`src/rtl/mul_pkg.sv`:
```
// Shared definitions for the pipelined EX-stage multiplier.
package mul_pkg;

  typedef logic [1:0] mul_op_t;

  localparam mul_op_t MUL_OP_LO = 2'b00;
  localparam mul_op_t MUL_OP_HS = 2'b01;
  localparam mul_op_t MUL_OP_HU = 2'b10;

  localparam int unsigned MUL_STAGES_MIN = 2;
  localparam int unsigned MUL_STAGES_MAX = 4;

  // Only MULH treats its operands as signed; 2'b11 falls through to the MUL behaviour.
  function automatic logic op_is_signed(mul_op_t op);
    return op == MUL_OP_HS;
  endfunction

  function automatic logic op_is_high(mul_op_t op);
    return (op == MUL_OP_HS) || (op == MUL_OP_HU);
  endfunction

endpackage

```
`src/rtl/mul_ppgen.sv`:
```
// Four half-width signed partial products from (WIDTH+1)-bit extended operands.
module mul_ppgen #(
  parameter int unsigned WIDTH = 32
) (
  input  logic [WIDTH:0]   a_x_i,
  input  logic [WIDTH:0]   b_x_i,
  output logic [WIDTH+1:0] pp_ll_o,
  output logic [WIDTH+1:0] pp_lh_o,
  output logic [WIDTH+1:0] pp_hl_o,
  output logic [WIDTH+1:0] pp_hh_o
);

  localparam int unsigned HW  = WIDTH / 2;
  localparam int unsigned PPW = WIDTH + 2;

  logic [PPW-1:0] a_lo, a_hi, b_lo, b_hi;

  // Low halves are unsigned; high halves carry the extension bit as their sign.
  assign a_lo = PPW'(a_x_i[HW-1:0]);
  assign b_lo = PPW'(b_x_i[HW-1:0]);
  assign a_hi = {{(PPW-HW-1){a_x_i[WIDTH]}}, a_x_i[WIDTH:HW]};
  assign b_hi = {{(PPW-HW-1){b_x_i[WIDTH]}}, b_x_i[WIDTH:HW]};

  assign pp_ll_o = a_lo * b_lo;
  assign pp_lh_o = a_lo * b_hi;
  assign pp_hl_o = a_hi * b_lo;
  assign pp_hh_o = a_hi * b_hi;

endmodule

```
`src/rtl/mul_pipe.sv`:
```
// Pipelined WIDTHxWIDTH multiplier with valid/ready handshake, global stall and flush.
module mul_pipe
  import mul_pkg::*;
#(
  parameter int unsigned WIDTH  = 32,
  parameter int unsigned STAGES = 3,
  parameter int unsigned TAG_W  = 5
) (
  input  logic               clk,
  input  logic               rst,
  input  logic               flush_i,
  input  logic               in_valid_i,
  output logic               in_ready_o,
  input  mul_op_t            in_op_i,
  input  logic [WIDTH-1:0]   in_a_i,
  input  logic [WIDTH-1:0]   in_b_i,
  input  logic [TAG_W-1:0]   in_tag_i,
  output logic               out_valid_o,
  input  logic               out_ready_i,
  output logic [WIDTH-1:0]   out_res_o,
  output logic [2*WIDTH-1:0] out_prod_o,
  output logic [TAG_W-1:0]   out_tag_o
);

  localparam int unsigned HW  = WIDTH / 2;
  localparam int unsigned PPW = WIDTH + 2;
  localparam int unsigned PW  = 2 * WIDTH;

  if (STAGES < MUL_STAGES_MIN || STAGES > MUL_STAGES_MAX || (WIDTH % 2) != 0 || WIDTH < 8)
  begin : g_param_err
    $error("mul_pipe: illegal WIDTH/STAGES");
  end

  logic adv, in_acc;
  logic [STAGES:1] vld_q;

  // One enable for every stage: the pipe only moves when the output is free.
  assign adv         = !(vld_q[STAGES] && !out_ready_i);
  assign in_ready_o  = adv;
  assign in_acc      = in_valid_i && adv && !flush_i;
  assign out_valid_o = vld_q[STAGES];

  always_ff @(posedge clk) begin
    if (rst || flush_i) begin
      vld_q <= '0;
    end else if (adv) begin
      vld_q <= {vld_q[STAGES-1:1], in_acc};
    end
  end

  // Stage 1: operand extension and partial products
  logic           sgn;
  logic [WIDTH:0] a_x, b_x;
  logic [PPW-1:0] pp_ll, pp_lh, pp_hl, pp_hh;

  assign sgn = op_is_signed(in_op_i);
  assign a_x = {sgn & in_a_i[WIDTH-1], in_a_i};
  assign b_x = {sgn & in_b_i[WIDTH-1], in_b_i};

  mul_ppgen #(
    .WIDTH(WIDTH)
  ) u_ppgen (
    .a_x_i  (a_x),
    .b_x_i  (b_x),
    .pp_ll_o(pp_ll),
    .pp_lh_o(pp_lh),
    .pp_hl_o(pp_hl),
    .pp_hh_o(pp_hh)
  );

  logic [PPW-1:0]   pp_ll_q, pp_lh_q, pp_hl_q, pp_hh_q;
  mul_op_t          op1_q;
  logic [TAG_W-1:0] tag1_q;

  always_ff @(posedge clk) begin
    if (adv) begin
      pp_ll_q <= pp_ll;
      pp_lh_q <= pp_lh;
      pp_hl_q <= pp_hl;
      pp_hh_q <= pp_hh;
      op1_q   <= in_op_i;
      tag1_q  <= in_tag_i;
    end
  end

  function automatic logic [PW-1:0] sext(logic [PPW-1:0] v);
    return {{(PW-PPW){v[PPW-1]}}, v};
  endfunction

  // Sums are taken modulo 2^(2*WIDTH); the true product always fits there.
  logic [PW-1:0] ps_lo_c, ps_hi_c;
  assign ps_lo_c = sext(pp_ll_q) + (sext(pp_hl_q) << HW);
  assign ps_hi_c = (sext(pp_lh_q) << HW) + (sext(pp_hh_q) << WIDTH);

  logic [PW-1:0]    fin_prod;
  mul_op_t          fin_op;
  logic [TAG_W-1:0] fin_tag;

  if (STAGES == 2) begin : g_s2
    assign fin_prod = ps_lo_c + ps_hi_c;
    assign fin_op   = op1_q;
    assign fin_tag  = tag1_q;
  end else begin : g_sum
    logic [PW-1:0]    ps_lo_q, ps_hi_q, full;
    mul_op_t          op2_q;
    logic [TAG_W-1:0] tag2_q;

    always_ff @(posedge clk) begin
      if (adv) begin
        ps_lo_q <= ps_lo_c;
        ps_hi_q <= ps_hi_c;
        op2_q   <= op1_q;
        tag2_q  <= tag1_q;
      end
    end

    assign full = ps_lo_q + ps_hi_q;

    if (STAGES == 3) begin : g_s3
      assign fin_prod = full;
      assign fin_op   = op2_q;
      assign fin_tag  = tag2_q;
    end else begin : g_s4
      logic [PW-1:0]    prod3_q;
      mul_op_t          op3_q;
      logic [TAG_W-1:0] tag3_q;

      always_ff @(posedge clk) begin
        if (adv) begin
          prod3_q <= full;
          op3_q   <= op2_q;
          tag3_q  <= tag2_q;
        end
      end

      assign fin_prod = prod3_q;
      assign fin_op   = op3_q;
      assign fin_tag  = tag3_q;
    end
  end

  // Output stage: half selection and registered results
  logic [WIDTH-1:0] out_res_q;
  logic [PW-1:0]    out_prod_q;
  logic [TAG_W-1:0] out_tag_q;

  always_ff @(posedge clk) begin
    if (rst) begin
      out_res_q  <= '0;
      out_prod_q <= '0;
      out_tag_q  <= '0;
    end else if (adv) begin
      out_res_q  <= op_is_high(fin_op) ? fin_prod[PW-1:WIDTH] : fin_prod[WIDTH-1:0];
      out_prod_q <= fin_prod;
      out_tag_q  <= fin_tag;
    end
  end

  assign out_res_o  = out_res_q;
  assign out_prod_o = out_prod_q;
  assign out_tag_o  = out_tag_q;

endmodule

```
`config.mk`:
```
export PLATFORM = sky130hd
export DESIGN_NAME = mul_pipe
export DESIGN_NICKNAME = d
export VERILOG_FILES = /design/src/rtl/mul_pkg.sv /design/src/rtl/mul_ppgen.sv /design/src/rtl/mul_pipe.sv
export SDC_FILE = /design/constraint.sdc
export NUM_CORES = 2
export LEC_CHECK = 0
export BUFFER_PORTS_ARGS = -buffer_cell sky130_fd_sc_hd__buf_2
export CORE_ASPECT_RATIO = 2
export CORE_MARGIN = 2
export CORE_UTILIZATION = 35
export CTS_BUF_LIST = sky130_fd_sc_hd__clkbuf_8
export DETAILED_ROUTE_END_ITERATION = 12
export HOLD_SLACK_MARGIN = 0.12
export PLACE_DENSITY = 0.48
export SYNTH_ARGS = -nofsm -noshare
export SYNTH_HDL_FRONTEND = slang
export SYNTH_SLANG_ARGS = --single-unit
export TNS_END_PERCENT = 10
```
`constraint.sdc`:
```
create_clock -name clk -period 12.7 [get_ports clk]
set_input_delay 0.635 -clock clk [delete_from_list [all_inputs] [get_ports clk]]
set_output_delay 0.635 -clock clk [all_outputs]
set_load 0.05 [all_outputs]
```
==> out/metrics.yaml <==
place_inst: 7960
cts-root-buf: "clkbuf_8"
period_minus_slack_ns: 7.898
cts-resized-gates: 0
grt_pass1_vias: 44760
vias_per_cell: 4.951
vias: 39970
setup_viol: 0
synth-seq-area-share_pct: 17.16
fin_tns_setup_ns: 0
ioPinCount: 179
antenna_left: 0
cts.sinks: 349
synth_ff_type: "edfxtp_1"
timing.rr.start: "g_sum.ps_lo_q[37]"
max_slew_margin_pct: 29.67
drive_above_1_share_pct: 6.098
end_kind: "flop"
gp_congestion: 0.8526
routedWlPerCell_um: 20.32
grtUsageTotal_pct: 20.99
crit_fanout: 14
cts_tree: "done"
stdcell_count: 8074
fin_nets: 7493
drc_errors: 0
synth_edf_count: 245
max_freq_ghz: 0.1266
status: "finished clean"
cts_setup_buffers: 0
cts_buffers: 55
drtIter0Drc: 1597
coreArea_sq_mm: 0.1560
crit_arrival_ns: 8.39
rrSetupSlack_ns: 8.51
avgSynthCellArea_sq_um: 9.300
min_from: "in_valid_i"
clk_path_buf_depth: 3
max_slew.worst_pin.slew_ns: 1.055
cts_hold_buffers: 8
drt_wl_total_um: 164000
synthTopCellsByArea: "fa_1 (35%), edfxtp_1 (13%), ha_1 (11%), inv_1 (8.4%), nand2_1 (5.7%)"
r2r_end: "out_res_o[28]"
crit_type: "in -> reg"
dpl-instance-area_sq_mm: 0.05800
max-cap-violations: 0
hold_violations: 0
worstHoldEndpoint: "vld_q[1]"
fin_skew_ns: 0.07075
die_h_um: 564.6
synth_top_area_cell: "fa_1"
rows: 205
synth_top_area_share_pct: 35.20
post-dp-hpwl_um: 130000
setup.worst_path.start_class: "primary input"
grt_setup_unrepaired: "false"
ys_async_sr_fraction_pct: 0
initial_core_util_pct: 35.27
min_path_cells: 3
synth_seq_cells: 349
h-tree-depth: 2
overflow: 0
hold_path.class: "in -> reg"
final-max-slew-violation-count: 0
clk_pin_slew_worst_paths_ns: 0.07
dieArea_sq_mm: 0.1605
first_pass_iters: 6
required_ns: 13.20
period_share_pct: 62.19
clock_latency_ns: 0.76
syn_nets: 7452
reg2regPathDepth: 11
synth_cell_types: 86
antenna_found_initial: 9
synth_common_cells: "inv_1 (1236), fa_1 (967), nand2_1 (841)"
ys_warn_count: 0
grt_max_degree: 123
areaGrowthSynthToFinish_pct: 7.867
syn_area_sq_mm: 0.05500
netlist_instances: 5914
synth.most_common_cell: "inv_1"
io_buffers: 178
grt_pass1_wl_um: 257300
design_area_sq_mm: 0.05933
dieWidth_um: 284.3
-- flip-flops by register name (all words and copies together) (netlist names) --
register / flops
fin_op: 2
fin_tag: 5
g_sum.ps_hi_q: 48
g_sum.ps_lo_q: 51
op1_q: 2
out_prod_o: 64
out_res_o: 32
out_tag_o: 5
pp_hh_q: 32
pp_hl_q: 34
pp_lh_q: 34
pp_ll_q: 32
tag1_q: 5
vld_q: 3
-- cells in the final DEF, fill, tap and decap left out, types with 30 or more instances in the layout --
master / instances
a211oi_1: 31
a21o_1: 70
a21oi_1: 270
and2_1: 439
buf_2: 178
buf_4: 56
clkbuf_8: 57
dfxtp_1: 104
edfxtp_1: 245
fa_1: 967
ha_1: 495
inv_1: 1248
nand2_1: 841
nand3_1: 42
nor2_1: 183
nor3_1: 30
o21ai_0: 103
xnor2_1: 178
xor2_1: 56
-- worst max-delay path by stage --
| stage | startpoint | to | slack [ns] | depth (start not counted) |
|---|---|---|---|---|
| after floorplan | vld_q[3] | out_prod_o[41] | 3.67 | 5 |
| final | in_op_i[0] | pp_hl_q[33] | 4.80 | 26 |
| after global placement | in_op_i[0] | pp_hl_q[33] | 4.58 | 25 |
| after global routing | in_op_i[0] | pp_hl_q[33] | 4.24 | 26 |
| after CTS | in_op_i[0] | pp_hl_q[33] | 4.80 | 26 |
| after detailed placement | in_op_i[0] | pp_hl_q[33] | 4.54 | 25 |
-- kinds of logic (layout without fill, tap and decap cells) --
kind of cell,after synthesis,in the layout,share of synthesized area [%]
multiplexers,4,4,0.07280
AO/OA/AOI/OAI,689,689,7.996
other,0,2,0
XOR/XNOR,236,236,3.758
flip-flops,349,349,17.16
adder cells (fa/ha/maj),1462,1462,46.46
buffers and inverters,1497,1585,10.22
AND/OR/NAND/NOR,1677,1677,14.33
-- layer usage --
layer	wire length, um	GRT usage, %	vias up
met5	70	0	-
met4	8608	9.743	12
met3	4317	1.868	330
met2	93710	42.91	759
met1	57320	20.88	20560
li1	-	-	18310
-- metrics by stage --
stage / util (%) / hold WS, ns / worst slack, ns
final: 38.04 / 0.2117 / 4.802
after global routing: 38.04 / 0.2242 / 4.245
after CTS: 38.04 / 0.1508 / 4.801
after detailed placement: 37.19 / 0.4045 / 4.538
after global placement: 37.19 / 0.4014 / 4.580
after floorplan: - / 0.4003 / 3.673
-- worst max-delay path: stages --
cell and delay (ns):
dlygate4sd3_1 0.53, buf_2 0.13, nor2b_2 0.14, buf_4 0.21, and2_1 0.31, buf_4 0.25
nand2_1 0.14, inv_1 0.10, fa_1 0.70, inv_1 0.13, fa_1 0.49, inv_1 0.05
fa_1 0.42, fa_1 0.52, fa_1 0.56, fa_1 0.41, ha_1 0.34, a21oi_1 0.36
inv_1 0.08, a211oi_1 0.18, o31ai_1 0.13, a2111oi_0 0.76, o211ai_1 0.24, a31o_2 0.28
a21oi_1 0.16, xnor2_1 0.09
-- layout make-up --
type                            count  area [sq um]
Tap cell                         2070          2590
Inverter                         1237          4651
Clock buffer                       57         784.5
Timing Repair Buffer              244          1431
Multi-Input combinational cell   4068         39970
Fill cell                       16080         96620
Sequential cell                   349          9439
Clock inverter                     47         461.7
Antenna cell                        2         5.005
Power is not shown: default switching activity piles up to over one toggle a cycle in this logic, so the estimate is an artifact.
